### src/rtl/flit_demux1to4.sv
// Registered 1-to-4 flit demultiplexer: one valid/ready input stream steered by sel
// into four independent output FIFOs, each with its own valid/ready sink interface.
module flit_demux1to4 #(
  parameter int DATA_W = 64,
  parameter int DEPTH  = 2,
  localparam int PTR_W = $clog2(DEPTH)
) (
  input  logic                     clk,
  input  logic                     reset_n,
  input  logic [DATA_W-1:0]        din,
  input  logic                     din_valid,
  input  logic [1:0]               sel,
  output logic                     din_ready,
  output logic [DATA_W-1:0]        dout_0,
  output logic [DATA_W-1:0]        dout_1,
  output logic [DATA_W-1:0]        dout_2,
  output logic [DATA_W-1:0]        dout_3,
  output logic [3:0]               dout_valid,
  input  logic [3:0]               dout_ready,
  output logic [4*(PTR_W+1)-1:0]   occ
);

  localparam logic [PTR_W:0] DEPTH_C = (PTR_W+1)'(DEPTH);

  logic [3:0]             full;
  logic [3:0]             push;
  logic [3:0]             pop;
  logic [3:0][DATA_W-1:0] head;

  // Readiness looks only at registered occupancy, so a same-cycle pop never unblocks a full FIFO.
  assign din_ready = ~full[sel];

  generate
    for (genvar gi = 0; gi < 4; gi++) begin : g_fifo
      logic [DATA_W-1:0] mem_q [DEPTH];
      logic [DATA_W-1:0] mem_d [DEPTH];
      logic [PTR_W-1:0]  wr_ptr_q, wr_ptr_d;
      logic [PTR_W-1:0]  rd_ptr_q, rd_ptr_d;
      logic [PTR_W:0]    occ_q, occ_d;

      assign push[gi] = din_valid & din_ready & (sel == 2'(gi));
      assign pop[gi]  = (occ_q != '0) & dout_ready[gi];
      assign full[gi] = (occ_q == DEPTH_C);

      always_comb begin
        mem_d    = mem_q;
        wr_ptr_d = wr_ptr_q;
        rd_ptr_d = rd_ptr_q;
        occ_d    = occ_q;
        if (push[gi]) begin
          mem_d[wr_ptr_q] = din;
          wr_ptr_d        = wr_ptr_q + PTR_W'(1);
        end
        if (pop[gi]) begin
          rd_ptr_d = rd_ptr_q + PTR_W'(1);
        end
        case ({push[gi], pop[gi]})
          2'b10:   occ_d = occ_q + (PTR_W+1)'(1);
          2'b01:   occ_d = occ_q - (PTR_W+1)'(1);
          default: occ_d = occ_q;
        endcase
      end

      always_ff @(posedge clk) begin
        if (!reset_n) begin
          for (int i = 0; i < DEPTH; i++) begin
            mem_q[i] <= '0;
          end
          wr_ptr_q <= '0;
          rd_ptr_q <= '0;
          occ_q    <= '0;
        end else begin
          mem_q    <= mem_d;
          wr_ptr_q <= wr_ptr_d;
          rd_ptr_q <= rd_ptr_d;
          occ_q    <= occ_d;
        end
      end

      assign head[gi]                          = mem_q[rd_ptr_q];
      assign dout_valid[gi]                    = (occ_q != '0);
      assign occ[gi*(PTR_W+1) +: (PTR_W+1)]    = occ_q;

`ifndef SYNTHESIS
      a_occ_range: assert property (@(posedge clk) disable iff (!reset_n) occ_q <= DEPTH_C);
      a_no_underflow: assert property (@(posedge clk) disable iff (!reset_n)
        !(pop[gi] && (occ_q == '0)));
`endif
    end
  endgenerate

  assign dout_0 = head[0];
  assign dout_1 = head[1];
  assign dout_2 = head[2];
  assign dout_3 = head[3];

`ifndef SYNTHESIS
  a_sel_stable: assert property (@(posedge clk) disable iff (!reset_n)
    (din_valid && !din_ready) |=> (!din_valid || sel == $past(sel)));
`endif

endmodule

### config.mk
export PLATFORM = sky130hd
export DESIGN_NAME = flit_demux1to4
export DESIGN_NICKNAME = d
export VERILOG_FILES = /design/src/rtl/flit_demux1to4.sv
export SDC_FILE = /design/constraint.sdc
export NUM_CORES = 1
export LEC_CHECK = 0
export CORE_MARGIN = 2
export CORE_UTILIZATION = 35
export CTS_CLUSTER_DIAMETER = 60
export DETAILED_ROUTE_END_ITERATION = 10
export DONT_BUFFER_PORTS = 1
export GPL_ROUTABILITY_DRIVEN = 0
export SLEW_MARGIN = 15
export SYNTH_ARGS = -nofsm -noshare
export SYNTH_HDL_FRONTEND = slang
export SYNTH_SLANG_ARGS = --single-unit
### constraint.sdc
create_clock -name clk -period 2.8 [get_ports clk]
set_clock_uncertainty 0.05 [all_clocks]
set_input_delay 0.7 -clock clk [delete_from_list [all_inputs] [get_ports clk]]
set_output_delay 0.7 -clock clk [all_outputs]
set_load 0.03 [all_outputs]
==> impl_results.md <==
* Ratio of final minimum period to clock period at between 90% and 100%
* Initial antenna violation count at 0
* Worst setup path class: flop to output pin
* DP HPWL at between 30,000 and 40,000 µm
* Largest net degree at the start of global routing at between 500 and 600
* Maximum root-to-sink buffer count at 3
* Final WS setup at 98.83 ps
* Clk root buf: clkbuf_16
* Place WS at between 500 and 600 ps
* Starting density of the core at 35.20%
* Setup TNS at 0 ps
* Vias after detailed routing at around 14,000
* Outcome: finished clean
* CP peak stage delay at around 510 ps
* Synth warn at 0
* Worst Path Buf+Inv at 1
* Reg-to-reg slack, setup at roughly 740 ps
* Placement Cell Area at 22,790 µm²
* Placed Cells at 2,816
* Synth area leaders: dfxtp_1, mux2i_1, mux2_2
* Port Buffers at 0
* Final setup viols at 0
* Max_cap viols at 0
* Highest-count cells in the layout ignoring fill and taps: nand2_1, dfxtp_1, mux2i_1
* Row count at slightly above 90
* Drc violations at 0
* GRT Total Usage at between 15 and 20%
* CTS tree: done
* Max IR drop VDD at 444.7 µV
* Yosys top cell area share at between 40% and 50%
* Final-stage net count at approximately 2,100
* Ports at roughly 340
* CP max-delay cell: mux2_2
* Switch Pwr at between 0.004 and 0.005 W
* Switching portion of total power at between 20 and 30%
* CTS Buf Count at 58
* Post-synth cell types at 30
* Register bit total from synthesis at about 530
* XOR/XNOR Fraction of Synth Area at less than 1%
* Clock network power share at between 40 and 50%
* Cell taking the most area after synthesis: dfxtp_1
* Core ar. at approximately 63,000 µm²
* Drt total wl at 57,600 µm
* CTS Hold Bufs at 0
* Clock Pin Slew Worst Setup and Hold Paths at roughly 60 ps
* Post-synthesis adder-cell area fraction at less than 1%
* Area of the mapped netlist at about 22,000 µm²
* Vias in the first global route at about 15,000
* Clock sinks at between 500 and 600
* Delay-heaviest family, CP: multiplexers
* Final Cell Area at approximately 25,000 µm²
* Synth-to-Final Area Change at 12.71%
* Crit. End Element: output pin
* P_leak at roughly 10 nW
* Worst hold margin at slightly above 200 ps
* Avg Vias per Cell at 4.958
* Residual antenna-violating net count after detailed routing at 0
* Rel. slew slack at roughly a fifth
* Largest family of logic cells by synthesized area: multiplexers
* Die height at about 250 µm
* Share of cells above drive strength 1 at around 19%
* Post-synthesis simple-gate area fraction at between 10% and 20%
* Initial DRC count at 735
* Pre-antenna DRT Iters at 5
* Sequential share of the synthesized area at 47.95%
* Net Count, Synth at roughly 2,200
* First-pass GRT wire length at ~87,000 µm
* Chip Width at roughly 250 µm
* Gr ovfl total at 0
* Min-Delay Path Class: input port to flop
* Post-synthesis mux area share at 36.43%
* Avg WL per Cell at between 15 and 20 µm
* Worst path required time at 2050 ps
* Synth Area in Compound Gates at less than 1%
* Worst setup SP type: flop
* Crit-path max FO at 32
* Syn avg cell area at roughly 10 µm²
* Synth Instances at about 2,100
* Power density over the cells at between 700 and 800 nW/µm²
* Final min period at around 2700 ps
* Post-Layout Cell Count at slightly below 3,000
* Pint at around 0.013 W
* H-Tree Level Count at 2
* Comb pwr share at a little under an eighth
* Post-CTS setup buffers at 0
* Final hold violations at 0
* Crit-path cells: buf_4 -> mux2_2
* Sequential power share at 44.0%
* Clock latency at the later pin of the worst-skew pair at roughly 600 ps
* Commonest non-fill, non-tap cell in the layout: nand2_1
* # diodes at 0
* Least-Margin Pin Slew at 1195 ps
* Fmax at ~0.37 GHz
* Pins Over Slew Limit at 0
* WP data arrival at about 2000 ps
* RSZ-0062 raised after global routing: false
* Die ar. at 65,000 µm²
[cells in the mapped netlist]
cell and instances:
nand2_1 578, dfxtp_1 528, mux2i_1 512, mux2_2 256, clkbuf_1 93, buf_2 35, xnor2_1 12, buf_4 11
buf_6 11, nor2b_1 8, or3_1 8, o21a_1 6, a21boi_0 4, and2_1 4, ha_1 4, o21ai_0 4
or2_2 4, buf_1 3, a21boi_1 2, inv_1 2, nor3_1 2, nor4_1 2, o31a_1 2, o31ai_1 2
or4_1 2, mux4_2 1, nand2_2 1, nand2b_4 1, nor4b_1 1, or4b_1 1
[per-layer routing]
layer	track usage (%)	routed length, µm	up-vias	share of wire, %
met4	5.280	1544	0	2.7
li1	-	-	6967	-
met3	5.715	4121	83	7.2
met5	0	0	-	0
met1	20.12	24230	7134	42
met2	29.40	27700	302	48
[flip-flops by register name, summed over array words and instances, names as in the netlist]
register         count
g_fifo.mem_q       512
g_fifo.occ_q         8
g_fifo.rd_ptr_q      4
g_fifo.wr_ptr_q      4
[per-stage QoR]
stage | power, W | utilization, %
floorplan | 0.009675 | -
global placement | 0.01005 | 36.39
detailed placement | 0.01009 | 36.39
CTS | 0.01816 | 39.67
global route | 0.01855 | 39.68
finish | 0.01791 | 39.68
[what timing repair did]
| action | 4_1_cts | 5_1_grt |
|---|---|---|
| gates cloned | 0 | 0 |
| resized for setup | 4 | 2 |
| pin swaps | 0 | 0 |
| setup endpoints to repair | 1 | 1 |
| endpoints found under the hold margin | 0 | 0 |
[worst register-to-register path, cell delays in order (launching register included)]
cell and delay, ps:
dfxtp_1 440, nor2b_2 250, or3_1 340, ha_1 340
or3_1 370, a21boi_0 190
[cell type report]
class | instances | area, µm²
multi-input cells | 1417 | 10770
inverters | 2 | 7.507
flip-flops and latches | 528 | 10590
clock buffers | 83 | 1705
well taps | 846 | 1059
repair buffers | 23 | 372.9
fillers | 6040 | 37780
clock inverters | 23 | 341.6
[path summary, 6_finish.rpt]
path	to	from	depth (start not counted)
setup reg to reg	g_fifo[2].occ_q[1]	g_fifo[2].occ_q[1]	5
hold / removal	g_fifo[3].mem_q[60]	reset_n	2
hold reg to reg	g_fifo[2].mem_q[0]	g_fifo[2].mem_q[0]	2
setup / recovery	dout_3[42]	g_fifo[3].rd_ptr_q	2
[power groups by stage]
stage | Clock (W) | Sequential, W | Combinational (W)
detailed placement | 0 | 0.00804 | 0.00205
finish | 0.00801 | 0.00788 | 0.00203
global placement | 0 | 0.00803 | 0.00202
floorplan | 0 | 0.00802 | 0.00166
CTS | 0.00822 | 0.00788 | 0.00206
global route | 0.00851 | 0.00790 | 0.00214
[cell families after synthesis]
group           count (synthesis)
compound gates                 20
xor+xnor                       12
fa+ha+maj                       4
buf+inv                       155
flops                         528
mux                           769
simple gates                  612
Note: power is estimated with default switching activity, not from simulation.
